### config.mk
export PLATFORM = sky130hd
export DESIGN_NAME = glb_tile_evt_pipe_flat
export DESIGN_NICKNAME = d
export VERILOG_FILES = /design/src/rtl/glb_tile_evt_pipe_pkg.sv /design/src/rtl/glb_tile_evt_pipe_if.sv /design/src/rtl/glb_tile_evt_pipe_pulse_delay.sv /design/src/rtl/glb_tile_evt_pipe.sv /design/src/flat_wrapper.sv
export SDC_FILE = /design/constraint.sdc
export NUM_CORES = 1
export LEC_CHECK = 0
export CAP_MARGIN = 25
export CORE_MARGIN = 3
export CORE_UTILIZATION = 38
export DETAILED_ROUTE_END_ITERATION = 6
export PLACE_DENSITY = 0.7
export SETUP_SLACK_MARGIN = 0.5
export SLEW_MARGIN = 30
export SYNTH_ARGS = -nofsm -noshare
export SYNTH_HDL_FRONTEND = slang
export SYNTH_HIERARCHICAL = 1
export SYNTH_SLANG_ARGS = --single-unit
### constraint.sdc
create_clock -name clk -period 1.7 [get_ports clk]
set_clock_uncertainty 0.2 [all_clocks]
set_input_delay 0.17 -clock clk [delete_from_list [all_inputs] [get_ports clk]]
set_output_delay 0.17 -clock clk [all_outputs]
set_load 0.02 [all_outputs]
### src/rtl/glb_tile_evt_pipe_pkg.sv
// Shared parameters for the global buffer tile event pipeline.
// Holds the default channel counts and symbolic channel indices used by
// the tile wrapper, the core and anything that decodes the pulse vectors.
package global_buffer_param;

    localparam int unsigned GLB_NUM_START = 2;
    localparam int unsigned GLB_NUM_INTR  = 3;

    // Start-pulse channel indices
    localparam int unsigned START_STRM = 0;
    localparam int unsigned START_PC   = 1;

    // Interrupt channel indices
    localparam int unsigned INTR_STRM_F2G = 0;
    localparam int unsigned INTR_STRM_G2F = 1;
    localparam int unsigned INTR_PCFG_G2F = 2;

endpackage

### src/rtl/glb_tile_evt_pipe_if.sv
// Event/control bundle between the tile top and the event pipeline.
// master: drives clk_en, start/interrupt pulses, mask and clear.
// slave:  returns retimed clk_en, start/interrupt pulses and interrupt status.
interface glb_tile_evt_pipe_if #(
    parameter int unsigned NUM_START = 2,
    parameter int unsigned NUM_INTR  = 3,
    parameter int unsigned CNT_WIDTH = 4
);
    logic                          clk_en;
    logic                          clk_en_int;
    logic [NUM_START-1:0]          start_pulse_in;
    logic [NUM_START-1:0]          start_pulse_out;
    logic [NUM_INTR-1:0]           intr_pulse_in;
    logic [NUM_INTR-1:0]           intr_pulse_out;
    logic [NUM_INTR-1:0]           intr_mask;
    logic [NUM_INTR-1:0]           intr_clr;
    logic [NUM_INTR-1:0]           intr_pending;
    logic                          intr_level;
    logic [NUM_INTR*CNT_WIDTH-1:0] intr_ovf_cnt;

    modport master (
        output clk_en, start_pulse_in, intr_pulse_in, intr_mask, intr_clr,
        input  clk_en_int, start_pulse_out, intr_pulse_out, intr_pending, intr_level,
               intr_ovf_cnt
    );

    modport slave (
        input  clk_en, start_pulse_in, intr_pulse_in, intr_mask, intr_clr,
        output clk_en_int, start_pulse_out, intr_pulse_out, intr_pending, intr_level,
               intr_ovf_cnt
    );
endinterface

### src/rtl/glb_tile_evt_pipe_pulse_delay.sv
// glb_pulse_delay: WIDTH-bit shift register, DEPTH stages, synchronous reset.
// DEPTH = 0 collapses to a combinational wire.
// Ports: clk, reset (sync, active high), din (WIDTH), dout (WIDTH).
module glb_pulse_delay #(
    parameter int unsigned WIDTH = 1,
    parameter int unsigned DEPTH = 1
) (
    input  logic             clk,
    input  logic             reset,
    input  logic [WIDTH-1:0] din,
    output logic [WIDTH-1:0] dout
);

    if (DEPTH == 0) begin : g_bypass
        logic unused_clk_rst;
        assign unused_clk_rst = clk ^ reset;
        assign dout = din;
    end else begin : g_pipe
        logic [WIDTH-1:0] stage_q [DEPTH];

        always_ff @(posedge clk) begin
            if (reset) begin
                for (int i = 0; i < int'(DEPTH); i++) stage_q[i] <= '0;
            end else begin
                stage_q[0] <= din;
                for (int i = 1; i < int'(DEPTH); i++) stage_q[i] <= stage_q[i-1];
            end
        end

        assign dout = stage_q[DEPTH-1];
    end

endmodule

### src/rtl/glb_tile_evt_pipe.sv
// Event/control pipeline between tile trigger/interrupt ports and glb_core.
// Retimes clk_en, start pulses and interrupt pulses; holds starts while the
// retimed clock enable is low; keeps sticky interrupt pending bits with mask,
// write-1-to-clear and saturating per-channel overflow counters.
// Ports: clk, reset (sync, active high), bus (slave side of glb_tile_evt_pipe_if).
module glb_tile_evt_pipe
    import global_buffer_param::*;
#(
    parameter int unsigned NUM_START   = GLB_NUM_START,
    parameter int unsigned NUM_INTR    = GLB_NUM_INTR,
    parameter int unsigned CLKEN_DEPTH = 1,
    parameter int unsigned START_DEPTH = 1,
    parameter int unsigned INTR_DEPTH  = 1,
    parameter int unsigned CNT_WIDTH   = 4
) (
    input logic              clk,
    input logic              reset,
    glb_tile_evt_pipe_if.slave bus
);

    localparam logic [CNT_WIDTH-1:0] CNT_MAX = '1;

    logic                 clk_en_int;
    logic [NUM_START-1:0] start_dly;
    logic [NUM_START-1:0] start_out;
    logic [NUM_START-1:0] hold_q, hold_d;
    logic [NUM_INTR-1:0]  intr_dly;
    logic [NUM_INTR-1:0]  pending_q, pending_d;
    logic [CNT_WIDTH-1:0] cnt_q [NUM_INTR];
    logic [CNT_WIDTH-1:0] cnt_d [NUM_INTR];

    glb_pulse_delay #(.WIDTH(1), .DEPTH(CLKEN_DEPTH)) u_clken_dly (
        .clk   (clk),
        .reset (reset),
        .din   (bus.clk_en),
        .dout  (clk_en_int)
    );

    glb_pulse_delay #(.WIDTH(NUM_START), .DEPTH(START_DEPTH)) u_start_dly (
        .clk   (clk),
        .reset (reset),
        .din   (bus.start_pulse_in),
        .dout  (start_dly)
    );

    glb_pulse_delay #(.WIDTH(NUM_INTR), .DEPTH(INTR_DEPTH)) u_intr_dly (
        .clk   (clk),
        .reset (reset),
        .din   (bus.intr_pulse_in),
        .dout  (intr_dly)
    );

    // Starts seen while the core clock is off collapse into one held pulse,
    // released on the first enabled cycle.
    always_comb begin
        hold_d    = hold_q;
        start_out = '0;
        if (clk_en_int) begin
            start_out = start_dly | hold_q;
            hold_d    = '0;
        end else begin
            hold_d = hold_q | start_dly;
        end
    end

    // A new pulse always wins over a clear; a clear in that cycle only
    // resets the overflow count.
    always_comb begin
        pending_d = pending_q;
        cnt_d     = cnt_q;
        for (int j = 0; j < int'(NUM_INTR); j++) begin
            if (intr_dly[j]) begin
                pending_d[j] = 1'b1;
                if (bus.intr_clr[j]) begin
                    cnt_d[j] = '0;
                end else if (pending_q[j] && (cnt_q[j] != CNT_MAX)) begin
                    cnt_d[j] = cnt_q[j] + CNT_WIDTH'(1);
                end
            end else if (bus.intr_clr[j]) begin
                pending_d[j] = 1'b0;
                cnt_d[j]     = '0;
            end
        end
    end

    always_ff @(posedge clk) begin
        if (reset) begin
            hold_q    <= '0;
            pending_q <= '0;
            for (int j = 0; j < int'(NUM_INTR); j++) cnt_q[j] <= '0;
        end else begin
            hold_q    <= hold_d;
            pending_q <= pending_d;
            for (int j = 0; j < int'(NUM_INTR); j++) cnt_q[j] <= cnt_d[j];
        end
    end

    always_comb begin
        bus.intr_ovf_cnt = '0;
        for (int j = 0; j < int'(NUM_INTR); j++) begin
            bus.intr_ovf_cnt[j*CNT_WIDTH +: CNT_WIDTH] = cnt_q[j];
        end
    end

    assign bus.clk_en_int      = clk_en_int;
    assign bus.start_pulse_out = start_out;
    assign bus.intr_pulse_out  = intr_dly;
    assign bus.intr_pending    = pending_q;
    assign bus.intr_level      = |(pending_q & ~bus.intr_mask);

endmodule

### src/flat_wrapper.sv
// flat-port wrapper written by rule: the top's interface ports become plain ports
module glb_tile_evt_pipe_flat import global_buffer_param::*;
#(
    parameter int unsigned NUM_START   = GLB_NUM_START,
    parameter int unsigned NUM_INTR    = GLB_NUM_INTR,
    parameter int unsigned CLKEN_DEPTH = 1,
    parameter int unsigned START_DEPTH = 1,
    parameter int unsigned INTR_DEPTH  = 1,
    parameter int unsigned CNT_WIDTH   = 4
)
  (clk, reset, bus_clk_en, bus_start_pulse_in, bus_intr_pulse_in, bus_intr_mask, bus_intr_clr, bus_clk_en_int, bus_start_pulse_out, bus_intr_pulse_out, bus_intr_pending, bus_intr_level, bus_intr_ovf_cnt);
  glb_tile_evt_pipe_if #(.NUM_START(NUM_START), .NUM_INTR(NUM_INTR), .CNT_WIDTH(CNT_WIDTH)) bus_i ();
  input logic clk;
  input logic reset;
  input wire logic [$bits(bus_i.clk_en)-1:0] bus_clk_en;
  input wire logic [$bits(bus_i.start_pulse_in)-1:0] bus_start_pulse_in;
  input wire logic [$bits(bus_i.intr_pulse_in)-1:0] bus_intr_pulse_in;
  input wire logic [$bits(bus_i.intr_mask)-1:0] bus_intr_mask;
  input wire logic [$bits(bus_i.intr_clr)-1:0] bus_intr_clr;
  output wire logic [$bits(bus_i.clk_en_int)-1:0] bus_clk_en_int;
  output wire logic [$bits(bus_i.start_pulse_out)-1:0] bus_start_pulse_out;
  output wire logic [$bits(bus_i.intr_pulse_out)-1:0] bus_intr_pulse_out;
  output wire logic [$bits(bus_i.intr_pending)-1:0] bus_intr_pending;
  output wire logic [$bits(bus_i.intr_level)-1:0] bus_intr_level;
  output wire logic [$bits(bus_i.intr_ovf_cnt)-1:0] bus_intr_ovf_cnt;
  assign bus_i.clk_en = bus_clk_en;
  assign bus_i.start_pulse_in = bus_start_pulse_in;
  assign bus_i.intr_pulse_in = bus_intr_pulse_in;
  assign bus_i.intr_mask = bus_intr_mask;
  assign bus_i.intr_clr = bus_intr_clr;
  assign bus_clk_en_int = bus_i.clk_en_int;
  assign bus_start_pulse_out = bus_i.start_pulse_out;
  assign bus_intr_pulse_out = bus_i.intr_pulse_out;
  assign bus_intr_pending = bus_i.intr_pending;
  assign bus_intr_level = bus_i.intr_level;
  assign bus_intr_ovf_cnt = bus_i.intr_ovf_cnt;
  glb_tile_evt_pipe #(.NUM_START(NUM_START), .NUM_INTR(NUM_INTR), .CLKEN_DEPTH(CLKEN_DEPTH), .START_DEPTH(START_DEPTH), .INTR_DEPTH(INTR_DEPTH), .CNT_WIDTH(CNT_WIDTH)) u_core (.clk(clk), .reset(reset), .bus(bus_i));
endmodule
======== Word-level counts from Yosys, hierarchy flattened ========
Memory sizes are Yosys's and may differ from the RTL's.
Index checks and enable logic that the tools add are counted.
word-level totals
  register bits after elaboration ......... 17
  bits in writable memories ............... 6
  output and inout port bits .............. 22
  logic and storage cells ................. 64
  memories kept ........................... 3
memories
  memory                             depth  bits a word  read ports  clocked after memory_dff  wr ports  line                                 source
  u_core.u_intr_dly.g_pipe.stage_q   1      3            1           0                         1         glb_tile_evt_pipe_pulse_delay.sv:19  logic [WIDTH-1:0] stage_q [DEPTH];
  u_core.u_start_dly.g_pipe.stage_q  1      2            1           0                         1         glb_tile_evt_pipe_pulse_delay.sv:19
  u_core.u_clken_dly.g_pipe.stage_q  1      1            1           0                         1         glb_tile_evt_pipe_pulse_delay.sv:19
cells by class
  add/sub/neg operators ................... 3
  equality and inequality tests ........... 3
  mux-type cells .......................... 28
  bitwise operators ....................... 3
  reduce and logical (&&, ||, !) cells .... 17
operators with widths
  operator                                      number
  two-way mux 4 bit                             12
  two-way mux 1 bit                             13
  adder 4 x 1 -> 4 bit (second input constant)  3
  != test 4 bit (second input constant)         3
  nonzero test 2 bit                            6
  AND reduction 2 bit                           3
  OR reduction 3 bit                            2
  two-way mux 2 bit                             2
  OR reduction 2 bit                            2
  AND 3 bit                                     1
  logical AND 1 bit                             3
  two-way mux 3 bit                             1
  inverter 3 bit                                1
  bitwise OR 2 bit                              1
  OR reduction 1 bit                            1

======== Logic depth before layout (Yosys ltp) ========
Gate-level depths: netlist of run 1.
  word-level depth ........................ 5
  gate-level depth with buffers ........... 4
  depth with buffers taken out ............ 4

======== Modules after synthesis ========
Netlist of run 1, hierarchy kept.
by module, submodules not included
  module                                 instances  cells each  area each (µm²)  sequential area each (µm²)
  glb_tile_evt_pipe                      1          89          818.3            340.3
  glb_pulse_delay at u_core.u_intr_dly   1          6           78.8             60.1
  glb_pulse_delay at u_core.u_start_dly  1          4           52.6             40.0
  glb_pulse_delay at u_core.u_clken_dly  1          2           33.8             20.0

======== Worst setup path before layout of run 1 ========
Ideal clock, no wire load.
  path type ............................... reg2reg
  start ................................... register u_core.cnt_q, in the netlist u_core/bus.intr_ovf_cnt[0]
  end ..................................... register u_core.cnt_q, in the netlist u_core/bus.intr_ovf_cnt[0]
  library setup time ...................... 0.079 ns
  arrival time ............................ 1.337 ns
  data required time ...................... 1.421 ns
  path slack .............................. 0.083 ns
  stages on the path, launching flop included .. 5
  buffers on the path ..................... 0
  clock period less this slack ............ 1.617 ns
  path through ............................ dfxtp_1 > ha_1 > and3_4 > or3_1 > a211oi_2
on the way
  word-level cells in the longest chain between the ends .. 4
RTL lines
  what                                                      line                                              source
  from (decl)                                               glb_tile_evt_pipe.sv:29                           logic [CNT_WIDTH-1:0] cnt_q [NUM_INTR];
  adder 4 x 1 -> 4 bit or != test 4 bit (tied branches)     glb_tile_evt_pipe.sv:77, glb_tile_evt_pipe.sv:76
  two-way mux 4 bit or logical AND 1 bit (tied branches)    glb_tile_evt_pipe.sv:76                           end else if (pending_q[j] && (cnt_q[j] != CNT_MAX)) begin
  two-way mux 4 bit or nonzero test 2 bit (tied branches)   -
  two-way mux 4 bit or AND reduction 2 bit (tied branches)  -
Parallel ways exist; a longest one is shown, timed or not. The select of a mux whose other input is x is not followed.
A chain may end at the register's enable or synchronous reset.

======== Worst setup path after layout of run 1 ========
  start ................................... register u_core.cnt_q, in the netlist u_core/bus.intr_ovf_cnt[4]
  end ..................................... register u_core.cnt_q, in the netlist u_core/bus.intr_ovf_cnt[4]
The elaborated chain is that of the path after synthesis.

==> metrics, run 1 <==
status finished clean; Final HPWL DP 1770 um; Final Hold Vio Count 0; crit-path max FO 4; type of the worst min-delay path in -> reg; Die H 56.9 um; Remaining DRCs 0; initial antenna violation count 0; WL/cell 15.1 um; row count 17; clk buf depth 2; Synth area leader dfxtp_1; uppermost layer routed met4; top-area cell type share of the netlist area 46.8%; register area share after synthesis 46.8%; GP Congestion 0.751; antenna fix cells 0; Top Ports 36; critical path arrival 1560 ps; fin. max-slew vios 0; unrepaired setup endpoints after global routing yes; main flop type after synthesis dfxtp_1; Die Area 3230 um2; CTS Buf Count 3; register clock-pin slew on the reported worst setup and hold paths 120 ps; TritonCTS clock tree built; CTS H-tree depth 1; dpl ws -156 ps; synth top area cells dfxtp_1, nor2b_1, a2111oi_1, ha_1, a21oi_1; switching power share of the total 24.4%; flop-to-flop setup slack 170 ps; Synth Area per Inst 9.74 um2; GRT overflow 0; synthesis-to-layout area growth 94.3%; Starting Density 42.0%; combinational share of power 16.5%; synth warn 6; peak supply drop 495 uV; fin cells 197; IO Port Bufs 35; pwr/cell area 493 nW/um2; leakage 0.728 nW; Fillers 147; Tmin final 1530 ps; Least-Margin Pin Slew 279 ps; routed wl met2 1420 um; total length of routed wires 2970 um; largest net degree at the start of global routing 13; FF+latch area 534 um2; met1 WL 1390 um; first-pass GRT wire length 4370 um; net switching power 230 uW; share of layout cells above drive strength 1 64.5%; share of flip-flops with an asynchronous set or reset 0%; max_slew headroom 81.2%; DR vias/cell 5.27; cts hold-fix bufs 0; Required @ worst endpoint 1720 ps; final worst slack 165 ps; CTS Root Cell clkbuf_4; Clk pwr share 25.1%; Detail Route Antenna Nets 0; NumNets Final 187; Hold Slack 184 ps; Cells after Synth 101; EDFF count, synth 0; clk sinks 23; Setup violations, final 0; synthesized cell area 983 um2; Inst Count DP 167; core area 2340 um2; met3 WL 123 um; most common library cells after synthesis dfxtp_1, nor2b_1, a21oi_1, nor2_1; combined area of the multi-input logic cells 661 um2; Max-cap violations 0; Initial DRT Pass Iterations 4; crit start category register; Iter 0 DRT Violations 13; Crit Path Category reg -> reg; most numerous cell in the Yosys netlist dfxtp_1; CP Capture Type register; DIE WIDTH 56.9 um; clk_lat worst skew 290 ps; Mapped Nets 118; fmax 0.652 GHz; Int Pwr 711 uW; vias in the first global route 994; Final Cycle Share 90.3%; total number of vias 1038; count of cell types in the netlist 32; sequential share of power 58.3%; Global Route Usage Sum 16.7%; Yosys reg bits 23
## through the flow
step / TNS [ps] / area (um2) / total power [mW] / util, %
floorplan: 0 / 1070 / 0.615 / -
global placement: -146 / 1490 / 0.694 / 63.5
detailed placement: -156 / 1490 / 0.695 / 63.5
CTS: 0 / 1710 / 0.939 / 73.3
global route: 0 / 1910 / 0.987 / 81.7
finish: 0 / 1910 / 0.941 / 81.7
## registers in the layout (all words and copies together), names as in the netlist
| name | count |
|---|---|
| u_core/hold_q | 2 |
| u_core/bus.intr_ovf_cnt | 12 |
| u_core/u_clken_dly/g_pipe.stage_q | 1 |
| u_core/u_start_dly/g_pipe.stage_q | 2 |
| u_core/bus.intr_pending | 3 |
| u_core/u_intr_dly/g_pipe.stage_q | 3 |
## power groups by stage
| stage | logic (mW) | registers [mW] | clock network [mW] |
|---|---|---|---|
| after floorplan | 0.0368 | 0.578 | 0 |
| after global placement | 0.127 | 0.567 | 0 |
| after detailed placement | 0.127 | 0.568 | 0 |
| after CTS | 0.137 | 0.553 | 0.249 |
| after global routing | 0.166 | 0.551 | 0.269 |
| final | 0.156 | 0.549 | 0.236 |
## worst paths after layout
kind | from | endpoint | cells past startpoint
setup / recovery | u_core/bus.intr_ovf_cnt[4] | u_core/bus.intr_ovf_cnt[4] | 4
setup reg to reg | u_core/bus.intr_ovf_cnt[4] | u_core/bus.intr_ovf_cnt[4] | 4
hold / removal | reset | u_core/u_clken_dly/g_pipe.stage_q[0] | 3
hold reg to reg | u_core/u_clken_dly/g_pipe.stage_q[0] | u_core/hold_q[1] | 1
## metal layers
layer,track usage (%),vias up
met5,0,-
li1,-,516
met3,3.45,4
met4,4.97,0
met2,26.6,23
met1,22.5,495
## final cells by class
cell class / count / share of cell area [%]
inverter: 5 / 0.982
sequential: 23 / 28.0
clock buffer: 4 / 1.38
tap: 28 / 1.83
multi-input combinational: 72 / 34.6
timing repair buffer: 65 / 33.3
## critical path, stage by stage, from the launching register on
cell      delay, ps
dfxtp_4         380
ha_4            160
and3_4          190
or3_4           360
a211oi_2        170
## timing repair
item,CTS,global route
endpoints found under the hold margin,0,0
pin swaps,11,7
setup buffers,17,9
resized for setup,150,34
setup endpoints to repair,34,34
## cell usage in the layout, fill, tap and decap left out, types with 3 or more instances in the layout
cell,synthesis,layout
dfxtp_4,0,18
buf_6,0,31
nor2_1,6,4
a2111oi_2,0,3
a21oi_1,6,6
nor2b_1,7,5
o21ai_0,5,5
buf_4,0,21
nand2_2,1,3
dfxtp_2,0,5
inv_1,5,5
a211oi_2,2,3
ha_4,0,3
clkdlybuf4s50_1,0,12
clkbuf_4,0,3
nor2b_4,1,3
nor3_1,4,3
and3_4,2,3
## cells by family after synthesis
group | share of synthesized area, %
simple gates | 27.5
compound gates | 19.6
flops | 46.8
buf+inv | 2.29
fa+ha+maj | 3.82
Power figures use the tool's default switching activity.
==> inputs of run 2 (changes only) <==
--- a/config.mk
+++ b/config.mk
@@ -7,9 +7,8 @@
 export LEC_CHECK = 0
 export CAP_MARGIN = 25
 export CORE_MARGIN = 3
-export CORE_UTILIZATION = 38
+export CORE_UTILIZATION = 30
 export DETAILED_ROUTE_END_ITERATION = 6
-export PLACE_DENSITY = 0.7
 export SETUP_SLACK_MARGIN = 0.5
 export SLEW_MARGIN = 30
 export SYNTH_ARGS = -nofsm -noshare
==> run 2 against run 1 <==
First-iteration DRC count rose by 38%. Register-to-register slack gained 20 ps. Largest power group unchanged. Final area up 2.3%. Die area up 24%. Sequential cell count unchanged. Critical path type unchanged. Count of clock-buffer cells in the layout is 1 lower. Setup slack improved by 20 ps. Total power up 3.2%. Highest routed layer unchanged. Maximum frequency up 1.3%. Sequential power about the same. Clock power up 13%. Final cell count increased by 8.1%.
==> metrics, run 2 (synthesis gave the netlist of run 1 again) <==
status finished clean; crit-path max FO 2 (-2); Setup violations, final 0 (unchanged); clk sinks 23 (unchanged); DIE WIDTH 63.3 um (+11%); max_slew headroom 81.5% (+0.33 points); synthesis-to-layout area growth 98.7%; CTS Root Cell clkbuf_4; peak supply drop 368 uV (-26%); dpl ws -159 ps (-3.36 ps); final worst slack 185 ps (+19.9 ps); TritonCTS clock tree built; Final HPWL DP 1800 um (+1.6%); most frequent cells in the layout buf_6, buf_4, dfxtp_4; row count 20 (+3); Die Area 4000 um2 (+24%); fin. max-slew vios 0 (unchanged); clk_lat worst skew 320 ps (+30 ps); Final Power 971 uW (+3.2%); register clock-pin slew on the reported worst setup and hold paths 140 ps (+20 ps); WL/cell 13.9 um (-7.5%); unrepaired setup endpoints after global routing yes; Global Route Usage Sum 14.2% (-2.4 points); vias in the first global route 1025 (+3.1%); Post-DP Area 1490 um2 (+0.34%); Tmin final 1510 ps (-19.9 ps); Top Ports 36 (unchanged); GRT overflow 0 (unchanged); fin cells 213 (+8.1%); Fillers 265 (+80%); Die H 63.3 um (+11%); fmax 0.660 GHz (+1.3%); Remaining DRCs 0 (unchanged); Least-Margin Pin Slew 276 ps (-2.64 ps); pwr/cell area 497 nW/um2 (+0.86%); antenna fix cells 0 (unchanged); Detail Route Antenna Nets 0 (unchanged); NumNets Final 187 (unchanged); CTS H-tree depth 1 (unchanged); Starting Density 32.0% (-10 points); IO Port Bufs 35 (unchanged); GP Congestion 0.708 (-5.7%); leakage 0.745 nW (+2.3%); Final Hold Vio Count 0 (unchanged); cts hold-fix bufs 0 (unchanged); commonest non-fill, non-tap cell in the layout buf_6; initial antenna violation count 0 (unchanged); crit start category register; Max-cap violations 0 (unchanged); Inst Count DP 181 (+8.4%); Iter 0 DRT Violations 18 (+5); total length of routed wires 2970 um (about the same); Core Util, Final 63.5% (-18 points); DR vias/cell 4.86 (-7.8%); type of the worst min-delay path in -> reg; Required @ worst endpoint 1730 ps (about the same); Initial DRT Pass Iterations 4 (unchanged); fin area 1950 um2 (+2.3%); CP Capture Type register; Final Cycle Share 89.1% (-1.2 points); share of layout cells above drive strength 1 65.7% (+1.2 points); Largest register FFs 12 (unchanged); CTS Buf Count 3 (unchanged); first-pass GRT wire length 4580 um (+4.7%); Crit Path Category reg -> reg; total number of vias 1035 (-0.29%); core area 3080 um2 (+32%); critical path arrival 1550 ps (about the same); largest net degree at the start of global routing 14 (+1); clk buf depth 2 (unchanged)
## run 2: stage by stage
stage | hold slack [ps] | TNS, ps
after floorplan | 31.9 | 0
after global placement | 275 | -145
after detailed placement | 278 | -159
after CTS | 169 | 0
after global routing | 170 | 0
final | 174 | 0
## run 2: power by group
group	leakage [nW]	switching [mW]	internal (mW)
Sequential	0.202	0.0160	0.536
Clock	0.0177	0.178	0.0882
Combinational	0.526	0.0668	0.0867
Total	0.745	0.260	0.711
## run 2: worst paths after layout
check,cells past startpoint,startpoint,to,slack (ps)
setup / recovery,5,u_core/bus.intr_ovf_cnt[4],u_core/bus.intr_ovf_cnt[6],190
hold / removal,2,bus_intr_pulse_in[0],u_core/u_intr_dly/g_pipe.stage_q[0][0],170
setup reg to reg,5,u_core/bus.intr_ovf_cnt[4],u_core/bus.intr_ovf_cnt[6],190
hold reg to reg,1,u_core/u_clken_dly/g_pipe.stage_q[0],u_core/hold_q[1],270
## run 2: timing repair
| item | CTS | global route |
|---|---|---|
| setup buffers | 19 | 9 |
| pin swaps | 13 | 14 |
| cloned | 0 | 0 |
| setup endpoints to repair | 34 | 34 |
| resized for setup | 156 | 32 |
## run 2: area by class of cell
class / instances / area [um2] / area share (%)
multi-input combinational: 72 / 677 / 34.6
timing repair buffer: 65 / 648 / 33.2
sequential: 23 / 528 / 27.0
tap: 44 / 55.1 / 2.82
clock buffer: 3 / 22.5 / 1.15
inverter: 5 / 18.8 / 0.960
clock inverter: 1 / 5.00 / 0.256
## run 2: per-layer routing
layer	vias to the layer above	global-route usage (%)	share of wire [%]
li1	516	-	-
met1	481	17.1	41
met2	31	23.7	52
met3	7	3.39	4.7
met4	0	6.74	2.1
met5	-	0	0
## run 2: worst max-delay path, stage by stage, from the launching register on
cell and delay, ps:
dfxtp_4 380, ha_4 160, buf_6 110, buf_6 100, nor3b_4 140, a2111oi_2 330
